===== src/rtl/trap_csr_unit_if.sv =====
// Bus bundle for trap_csr_unit: enable, trap/return requests, CSR access
// and the fetch-redirect / pipeline-control outputs.
interface trap_csr_unit_if;
    logic        EN;
    logic        TRAP_VALID;
    logic [31:0] TRAP_TVAL;
    logic        ECALL_i;
    logic        EBREAK_i;
    logic [31:0] TRAP_PC;
    logic        MRET_i;
    logic [11:0] CSR_ADDR;
    logic [31:0] CSR_WDATA;
    logic        CSR_WE;
    logic [31:0] CSR_RDATA;
    logic        CSR_ERR;
    logic        REDIRECT_VALID;
    logic [31:0] REDIRECT_PC;
    logic        FLUSH;
    logic        STALL;

    modport master (
        output EN, TRAP_VALID, TRAP_TVAL, ECALL_i, EBREAK_i, TRAP_PC, MRET_i,
               CSR_ADDR, CSR_WDATA, CSR_WE,
        input  CSR_RDATA, CSR_ERR, REDIRECT_VALID, REDIRECT_PC, FLUSH, STALL
    );

    modport slave (
        input  EN, TRAP_VALID, TRAP_TVAL, ECALL_i, EBREAK_i, TRAP_PC, MRET_i,
               CSR_ADDR, CSR_WDATA, CSR_WE,
        output CSR_RDATA, CSR_ERR, REDIRECT_VALID, REDIRECT_PC, FLUSH, STALL
    );
endinterface


===== src/rtl/trap_csr_unit.sv =====
// Machine-mode trap/CSR unit: holds the M-mode CSRs, takes illegal/ecall/
// ebreak traps and mret returns, and issues a one-cycle fetch redirect.
module trap_csr_unit #(
    parameter logic [31:0] MTVEC_RESET = 32'h0000_0100
) (
    input  logic           CLK,
    input  logic           RSTn,
    trap_csr_unit_if.slave bus
);
    localparam logic [11:0] A_MSTATUS  = 12'h300;
    localparam logic [11:0] A_MTVEC    = 12'h305;
    localparam logic [11:0] A_MSCRATCH = 12'h340;
    localparam logic [11:0] A_MEPC     = 12'h341;
    localparam logic [11:0] A_MCAUSE   = 12'h342;
    localparam logic [11:0] A_MTVAL    = 12'h343;
    localparam logic [11:0] A_MCYCLE   = 12'hB00;

    typedef enum logic [1:0] {IDLE, ENTER, RETURN} state_t;

    state_t      state_q, state_d;
    logic        mie_q, mie_d, mpie_q, mpie_d;
    logic [31:0] mtvec_q, mtvec_d, mscratch_q, mscratch_d, mepc_q, mepc_d;
    logic [31:0] mcause_q, mcause_d, mtval_q, mtval_d, mcycle_q, mcycle_d;
    logic        trap_req;
    logic        active;

    assign trap_req = bus.TRAP_VALID | bus.ECALL_i | bus.EBREAK_i;

    // Next-state: request acceptance, trap entry/return and CSR writes.
    // A trap takes the whole cycle: a concurrent write or mret is dropped.
    always_comb begin
        state_d    = state_q;
        mie_d      = mie_q;
        mpie_d     = mpie_q;
        mtvec_d    = mtvec_q;
        mscratch_d = mscratch_q;
        mepc_d     = mepc_q;
        mcause_d   = mcause_q;
        mtval_d    = mtval_q;
        mcycle_d   = bus.EN ? mcycle_q + 32'd1 : mcycle_q;
        if (bus.EN) begin
            case (state_q)
                IDLE: begin
                    if (trap_req) begin
                        mepc_d  = bus.TRAP_PC & ~32'h3;
                        mpie_d  = mie_q;
                        mie_d   = 1'b0;
                        state_d = ENTER;
                        if (bus.TRAP_VALID) begin
                            mcause_d = 32'd2;
                            mtval_d  = bus.TRAP_TVAL;
                        end else if (bus.EBREAK_i) begin
                            mcause_d = 32'd3;
                            mtval_d  = bus.TRAP_PC;
                        end else begin
                            mcause_d = 32'd11;
                            mtval_d  = '0;
                        end
                    end else begin
                        if (bus.CSR_WE) begin
                            case (bus.CSR_ADDR)
                                A_MSTATUS: begin
                                    mie_d  = bus.CSR_WDATA[3];
                                    mpie_d = bus.CSR_WDATA[7];
                                end
                                A_MTVEC:    mtvec_d    = bus.CSR_WDATA & ~32'h3;
                                A_MSCRATCH: mscratch_d = bus.CSR_WDATA;
                                A_MEPC:     mepc_d     = bus.CSR_WDATA & ~32'h3;
                                A_MCAUSE:   mcause_d   = bus.CSR_WDATA;
                                A_MTVAL:    mtval_d    = bus.CSR_WDATA;
                                A_MCYCLE:   mcycle_d   = bus.CSR_WDATA;
                                default:    ;
                            endcase
                        end
                        if (bus.MRET_i) begin
                            mie_d   = mpie_q;
                            mpie_d  = 1'b1;
                            state_d = RETURN;
                        end
                    end
                end
                default: state_d = IDLE;
            endcase
        end
    end

    // State and CSR registers with synchronous active-low reset.
    always_ff @(posedge CLK) begin
        if (!RSTn) begin
            state_q    <= IDLE;
            mie_q      <= 1'b0;
            mpie_q     <= 1'b0;
            mtvec_q    <= MTVEC_RESET;
            mscratch_q <= '0;
            mepc_q     <= '0;
            mcause_q   <= '0;
            mtval_q    <= '0;
            mcycle_q   <= '0;
        end else begin
            state_q    <= state_d;
            mie_q      <= mie_d;
            mpie_q     <= mpie_d;
            mtvec_q    <= mtvec_d;
            mscratch_q <= mscratch_d;
            mepc_q     <= mepc_d;
            mcause_q   <= mcause_d;
            mtval_q    <= mtval_d;
            mcycle_q   <= mcycle_d;
        end
    end

    // Combinational CSR read port; unimplemented addresses read 0 and flag error.
    always_comb begin
        bus.CSR_RDATA = '0;
        bus.CSR_ERR   = 1'b0;
        case (bus.CSR_ADDR)
            A_MSTATUS:  bus.CSR_RDATA = {24'd0, mpie_q, 3'd0, mie_q, 3'd0};
            A_MTVEC:    bus.CSR_RDATA = mtvec_q;
            A_MSCRATCH: bus.CSR_RDATA = mscratch_q;
            A_MEPC:     bus.CSR_RDATA = mepc_q;
            A_MCAUSE:   bus.CSR_RDATA = mcause_q;
            A_MTVAL:    bus.CSR_RDATA = mtval_q;
            A_MCYCLE:   bus.CSR_RDATA = mcycle_q;
            default:    bus.CSR_ERR   = 1'b1;
        endcase
    end

    // Redirect/pipeline outputs; gated by RSTn so reset kills a pending redirect at once.
    always_comb begin
        active             = RSTn && (state_q != IDLE);
        bus.REDIRECT_VALID = active;
        bus.FLUSH          = active;
        bus.STALL          = active;
        bus.REDIRECT_PC    = '0;
        if (active) begin
            bus.REDIRECT_PC = (state_q == ENTER) ? mtvec_q : mepc_q;
        end
    end
endmodule


===== src/flat_wrapper.sv =====
// flat-port wrapper written by rule: the top's interface ports become plain ports
module trap_csr_unit_flat 
#(
    parameter logic [31:0] MTVEC_RESET = 32'h0000_0100
)
  (CLK, RSTn, bus_EN, bus_TRAP_VALID, bus_TRAP_TVAL, bus_ECALL_i, bus_EBREAK_i, bus_TRAP_PC, bus_MRET_i, bus_CSR_ADDR, bus_CSR_WDATA, bus_CSR_WE, bus_CSR_RDATA, bus_CSR_ERR, bus_REDIRECT_VALID, bus_REDIRECT_PC, bus_FLUSH, bus_STALL);
  trap_csr_unit_if bus_i ();
  input  logic CLK;
  input  logic RSTn;
  input wire logic [$bits(bus_i.EN)-1:0] bus_EN;
  input wire logic [$bits(bus_i.TRAP_VALID)-1:0] bus_TRAP_VALID;
  input wire logic [$bits(bus_i.TRAP_TVAL)-1:0] bus_TRAP_TVAL;
  input wire logic [$bits(bus_i.ECALL_i)-1:0] bus_ECALL_i;
  input wire logic [$bits(bus_i.EBREAK_i)-1:0] bus_EBREAK_i;
  input wire logic [$bits(bus_i.TRAP_PC)-1:0] bus_TRAP_PC;
  input wire logic [$bits(bus_i.MRET_i)-1:0] bus_MRET_i;
  input wire logic [$bits(bus_i.CSR_ADDR)-1:0] bus_CSR_ADDR;
  input wire logic [$bits(bus_i.CSR_WDATA)-1:0] bus_CSR_WDATA;
  input wire logic [$bits(bus_i.CSR_WE)-1:0] bus_CSR_WE;
  output wire logic [$bits(bus_i.CSR_RDATA)-1:0] bus_CSR_RDATA;
  output wire logic [$bits(bus_i.CSR_ERR)-1:0] bus_CSR_ERR;
  output wire logic [$bits(bus_i.REDIRECT_VALID)-1:0] bus_REDIRECT_VALID;
  output wire logic [$bits(bus_i.REDIRECT_PC)-1:0] bus_REDIRECT_PC;
  output wire logic [$bits(bus_i.FLUSH)-1:0] bus_FLUSH;
  output wire logic [$bits(bus_i.STALL)-1:0] bus_STALL;
  assign bus_i.EN = bus_EN;
  assign bus_i.TRAP_VALID = bus_TRAP_VALID;
  assign bus_i.TRAP_TVAL = bus_TRAP_TVAL;
  assign bus_i.ECALL_i = bus_ECALL_i;
  assign bus_i.EBREAK_i = bus_EBREAK_i;
  assign bus_i.TRAP_PC = bus_TRAP_PC;
  assign bus_i.MRET_i = bus_MRET_i;
  assign bus_i.CSR_ADDR = bus_CSR_ADDR;
  assign bus_i.CSR_WDATA = bus_CSR_WDATA;
  assign bus_i.CSR_WE = bus_CSR_WE;
  assign bus_CSR_RDATA = bus_i.CSR_RDATA;
  assign bus_CSR_ERR = bus_i.CSR_ERR;
  assign bus_REDIRECT_VALID = bus_i.REDIRECT_VALID;
  assign bus_REDIRECT_PC = bus_i.REDIRECT_PC;
  assign bus_FLUSH = bus_i.FLUSH;
  assign bus_STALL = bus_i.STALL;
  trap_csr_unit #(.MTVEC_RESET(MTVEC_RESET)) u_core (.CLK(CLK), .RSTn(RSTn), .bus(bus_i));
endmodule

===== config.mk =====
export PLATFORM = sky130hd
export DESIGN_NAME = trap_csr_unit_flat
export DESIGN_NICKNAME = d
export VERILOG_FILES = /design/src/rtl/trap_csr_unit_if.sv /design/src/rtl/trap_csr_unit.sv /design/src/flat_wrapper.sv
export SDC_FILE = /design/constraint.sdc
export NUM_CORES = 1
export LEC_CHECK = 0
export ABC_AREA = 1
export BUFFER_PORTS_ARGS = -buffer_cell sky130_fd_sc_hd__buf_2
export CAP_MARGIN = 10
export CORE_ASPECT_RATIO = 0.5
export CORE_MARGIN = 5
export CORE_UTILIZATION = 51
export DETAILED_ROUTE_END_ITERATION = 8
export GPL_TIMING_DRIVEN = 0
export PLACE_DENSITY = 0.83
export SYNTH_ARGS = -nofsm -noshare
export SYNTH_HDL_FRONTEND = slang
export SYNTH_SLANG_ARGS = --single-unit

===== constraint.sdc =====
create_clock -name CLK -period 2.05 [get_ports CLK]
set_input_delay 0.205 -clock CLK [delete_from_list [all_inputs] [get_ports CLK]]
set_output_delay 0.205 -clock CLK [all_outputs]
set_load 0.05 [all_outputs]

Word-level counts from Yosys, hierarchy flattened
Index checks and enable logic that the tools add are counted.
{"block": "op_classes", "n_addsub": 1, "n_eq_ne": 9, "n_mux": 34, "n_bitwise": 3, "reduce_logical": 17}
{"op": "32-bit two-way mux", "n": 20}
{"op": "32-bit one-hot mux with 7 select lines", "n": 1}
{"op": "12-bit by 10-bit == test with 1-bit output, second input constant", "n": 6}
{"op": "32-bit by 1-bit adder with 32-bit output, second input constant", "n": 1}
{"op": "4-bit AND reduction", "n": 4}
{"op": "12-bit == test, second input constant", "n": 1}
{"op": "5-bit AND reduction", "n": 2}
{"op": "2-bit nonzero test", "n": 5}
{"op": "1-bit two-way mux", "n": 9}
{"op": "7-bit OR reduction", "n": 1}
{"op": "2-bit two-way mux", "n": 3}
{"op": "3-bit nonzero test", "n": 2}
{"op": "4-bit two-way mux", "n": 1}
{"op": "3-bit by 2-bit != test with 1-bit output, second input constant", "n": 1}
{"op": "2-bit by 1-bit == test with 1-bit output, second input constant", "n": 1}
{"op": "2-bit zero test", "n": 1}
{"op": "1-bit OR", "n": 2}
{"op": "2-bit AND reduction", "n": 1}
{"op": "1-bit logical AND", "n": 1}
{"op": "1-bit inverter", "n": 1}
{"block": "word_totals", "register_bits": 194, "inputBits": 116, "output_inout_bits": 68, "wordCells": 73}

Logic depth before layout (Yosys ltp)
{"block": "logic_depth", "ltp_word": 7, "depth_mapped": 11, "mapped_depth_nobuf": 10}

Worst setup path before layout
No wires, ideal clock.
{"block": "synth_path", "path_type": "flip-flop to output port", "start": "register u_core.state_q[1]", "end": "output bus_REDIRECT_PC[22]", "t_arrival_ns": 2.363, "required_time_ns": 1.845, "slack_ns": -0.518, "stages_incl_launch_ff": 8, "path_buffers": 1, "cell_sequence": "dfxtp_1 > inv_2 > nand2_2 > inv_1 > nor2_1 > clkbuf_1 > o21ai_0 > a21oi_1"}
{"block": "synth_between", "elab_chain_cells": 3, "elab_cells_between_ends": 5, "cone_classes": "eq/ne (1); mux (2); reduce/logical (2)"}
{"element": "start: declaration", "line": "trap_csr_unit.sv:20", "source": "state_t state_q, state_d;"}
{"element": "start signal: assignment", "line": "trap_csr_unit.sv:100", "source": "state_q <= state_d;"}
{"element": "2-bit nonzero test", "line": "trap_csr_unit.sv:130", "source": "active = RSTn && (state_q != IDLE);"}
{"element": "1-bit logical AND", "line": "trap_csr_unit.sv:130"}
{"element": "net bus_FLUSH", "line": "flat_wrapper.sv:24", "source": "output wire logic [$bits(bus_i.FLUSH)-1:0] bus_FLUSH;"}
{"element": "32-bit two-way mux", "line": "trap_csr_unit.sv:135", "source": "if (active) begin"}
{"element": "end: declaration", "line": "flat_wrapper.sv:23", "source": "output wire logic [$bits(bus_i.REDIRECT_PC)-1:0] bus_REDIRECT_PC;"}
The timed path passes the listed nets, and every way through them passes these cells.

Worst setup path after layout
{"block": "layout_path", "start": "register u_core.state_q[1]", "end": "output bus_REDIRECT_PC[27]"}
{"block": "layout_between", "elab_chain_cells": 3, "elab_cells_between_ends": 5, "cone_classes": "eq/ne (1); mux (2); reduce/logical (2)"}
{"element": "2-bit by 1-bit == test with 1-bit output / 2-bit nonzero test (equally long branches)", "line": "trap_csr_unit.sv:136, trap_csr_unit.sv:130"}
{"element": "32-bit two-way mux / 1-bit logical AND (equally long branches)", "line": "trap_csr_unit.sv:136, trap_csr_unit.sv:130"}
{"element": "32-bit two-way mux (*)", "line": "trap_csr_unit.sv:135"}
Every way passes the cells marked *; elsewhere a longest branch is shown, timed or not.

==> summary.txt <==
Place
  • Gpl congestion: 1.07
  • PortBufs: between 150 and 200
  • Dpl cells: 2192
  • Post-DP HPWL: 39300 um

Worst hold path
  • Hold Path Class: in -> reg
  • Hold Path End: u_core.mscratch_q[4]$_SDFFE_PN0P_
  • Hold path cells: 3
  • Hold Crit Start: bus_CSR_WDATA[4]

Power
  • Pwr Density: approximately 650 mW/mm2
  • Max VDD drop: between 0.4 and 0.5 mV
  • Static leakage: between 6 and 7 nW
  • Total power: between 8 and 9 mW

Status
  • Violated checks: setup timing
  • Outcome: complete, but fails checks

Global route
  • GRT Util Overall: a little over 40%
  • Largest net degree at the start of global routing: 17
  • First-pass GRT wire length: 74100 um
  • Vias in the first global route: approximately 12000
  • Global route total overflow: 0
  • Initial antenna violation count: 7

STA
  • F_max: between 400 and 500 MHz
  • Slew HR: between 30% and 40%
  • Fin worst setup slack: -0.0609 ns
  • Fin crit share: 103%
  • Min Tclk post-route: between 2 and 2.5 ns
  • Slew @ Worst Pin: a little over 0.9 ns
  • Final setup violation count: 35
  • RSZ-0062 raised after global routing: true
  • Final TNS setup: -0.675 ns
  • Clock skew: 0.00988 ns
  • Max-slew violations: 0
  • Final hold violation count: 0

Final layout
  • Layout cells sized above 1: 22.0%
  • Fin nets: a little over 2000
  • Commonest non-fill, non-tap cell in the layout: nand2_1
  • Final non-filler cell total: ~2300
  • Most frequent cells in the layout: nand2_1 (388), nor2_1 (194), dfxtp_1 (191)
  • Layout area overhead: 28.8%

Setup path
  • Launching point of the worst reg2reg path: u_core.state_q[1]$_SDFFE_PN0P_
  • Crit-path most repeated cell: buf_6
  • Required time worst endpoint: between 1.5 and 2 ns
  • R2r setup slk: 0.02 ns
  • CP cell instances: inv_4 -> nand2_4 -> inv_2 -> nor2_4 -> buf_6 -> clkbuf_16 -> o21ai_2 -> a21oi_2 -> buf_6
  • Type of destination of the critical path: output pin
  • Max stage delay on crit path: 0.40 ns
  • Crit Path Class: reg -> out
  • Crit path DAT: 1.91 ns
  • Worst Setup Start Kind: register
  • Max stage delay cell, worst path: dfxtp_4
  • Reg2reg end: u_core.mtvec_q[13]$_SDFFE_PN0P_
  • Reg2Reg Depth: 11
  • Crit-path max FO: 5

Route
  • Post-DR vias/cell: roughly 6
  • Via Count: approximately 14000
  • Routed WL per cell: roughly 23 um
  • DRT Wirelength: 51800 um
  • DR DRC count: 0
  • First-pass iteration count of the detailed router: 7
  • Final ANT Viol Nets: 0
  • DRT iter0 DRCs: 2498

Clock tree
  • Deepest clock path buffer count: 2
  • Worst-skew pair later-pin latency: 0.46 ns
  • Root Buffer: clkbuf_16
  • Num CTS Buffers: 17
  • H-tree lvl count: 4
  • # hold bufs at CTS: 0
  • CTS tree: built
  • Sink Count: 192
  • Clock Pin Slew Worst Setup and Hold Paths: around 0.070 ns

Floorplanning
  • Die area: between 0.02 and 0.025 mm2
  • Die Ht: between 100 and 150 um
  • CORE AREA: 0.0206 mm2
  • Chip Width: 215 um
  • # rows: 37
  • IO Pins: between 150 and 200
  • Starting Density: between 50 and 60%

Synthesis
  • Most used DFF post-synth: dfxtp_1
  • YS warnings: 0
  • Mapped Area: ~0.011 mm2
  • Post-Syn Instances: roughly 1700
  • Seq/Total Area, Yosys: 35.8%
  • Yosys reg bits: 192
  • Post-synthesis async set-or-reset flop share: 0%
  • Distinct cells, synth: 37
  • Syn_area_per_cell: 6.18 um2
  • Top cell type's share of synthesized area: roughly 36%
  • Top post-synthesis cells by area: dfxtp_1 (36%), nand2_1 (14%), o21ai_0 (8.8%), nor2_1 (7.8%), a21oi_1 (7.3%)
  • EDFF count, synth: 0
  • Cell taking the most area after synthesis: dfxtp_1

Run
  • Max-cap violations: 0
-- synth_stat cells (all sizes together), types with 2 or more instances --
cell    count
a21oi     157
dfxtp     192
o211ai     31
o211a       2
o22ai      24
inv       197
nand4      12
xor2       10
nand2     402
nand3     150
o21ai     200
nor2      229
buf        44
nor3       12
clkbuf     67
or2         4
-- worst max-delay path, delay by kind of cell, from the launching register on --
kind	cells	cell delay, ns
compound gates	2	0.24
buf+inv	5	0.59
flops	1	0.40
simple gates	2	0.21
-- power by group --
part,total [mW],internal [mW],switching (mW)
sequential,3.92,3.85,0.0752
clock,3.52,1.91,1.61
combinational,1.54,0.469,1.07
-- layout make-up --
type	instances	area, um2
Clock inverter	10	126
Buffer	111	711
Timing Repair Buffer	202	1470
Inverter	198	748
Fill cell	1947	6800
Tap cell	273	342
Sequential cell	192	3850
Antenna cell	2	5.00
Multi-Input combinational cell	1240	6120
Clock buffer	22	474
-- metrics by stage --
| stage | setup WS [ns] | hold WS, ns | instance area (um2) | utilization [%] |
|---|---|---|---|---|
| 2_1_floorplan | 0.00278 | 0.340 | 10800 | - |
| 3_3_place_gp | -0.666 | 0.447 | 12000 | 58.2 |
| 3_5_place_dp | -0.646 | 0.453 | 12000 | 58.2 |
| 4_1_cts | -0.0484 | 0.0672 | 13200 | 64.1 |
| 5_1_grt | -0.108 | 0.0898 | 13800 | 67.0 |
| 6_report | -0.0609 | 0.0915 | 13800 | 67.1 |
-- flip-flops by register name (all words and copies together) (netlist names), named ones only --
signal,flops
u_core.mtval_q,32
u_core.mcause_q,32
u_core.mpie_q,1
u_core.mtvec_q,30
u_core.state_q,2
u_core.mscratch_q,32
u_core.mie_q,1
u_core.mcycle_q,31
u_core.mepc_q,30
-- layer usage --
layer	up-vias	GRT usage, %	routed length [um]
met1	6216	55.2	20200
met4	10	10.5	1290
met5	-	2.94	178
met2	1112	53.6	19900
met3	145	24.0	10200
li1	6083	-	-
-- worst max path at each step --
stage,start,endpoint,slack [ns],depth (start not counted)
after CTS,u_core.state_q[1]$_SDFFE_PN0P_,bus_REDIRECT_PC[8],-0.05,8
after global routing,bus_CSR_ADDR[9],bus_CSR_RDATA[25],-0.11,12
after global placement,bus_CSR_ADDR[3],bus_CSR_RDATA[0],-0.67,11
final,u_core.state_q[1]$_SDFFE_PN0P_,bus_REDIRECT_PC[27],-0.06,9
after floorplan,u_core.state_q[1]$_SDFFE_PN0P_,bus_REDIRECT_PC[10],0.003,7
after detailed placement,bus_CSR_ADDR[3],bus_CSR_RDATA[0],-0.65,11
-- repair_timing --
item                       in CTS  in global routing
resized for setup             185                206
pin swaps                       6                 23
setup endpoints to repair      76                226
gates cloned                    2                  2
buffers inserted                8                 12
-- kinds of logic after synthesis --
kind of cell               count (synthesis)  synth area share, %
DFF                                      192                 35.8
adders and majority gates                  1                0.116
xor gates and xnor gates                  10                0.815
and+or+nand+nor                          810                 31.1
buffers and inverters                    309                 11.6
other                                      1               0.0349
AOI/OAI and AO/OA                        417                 20.6
Note: power is estimated with default switching activity, not from simulation.
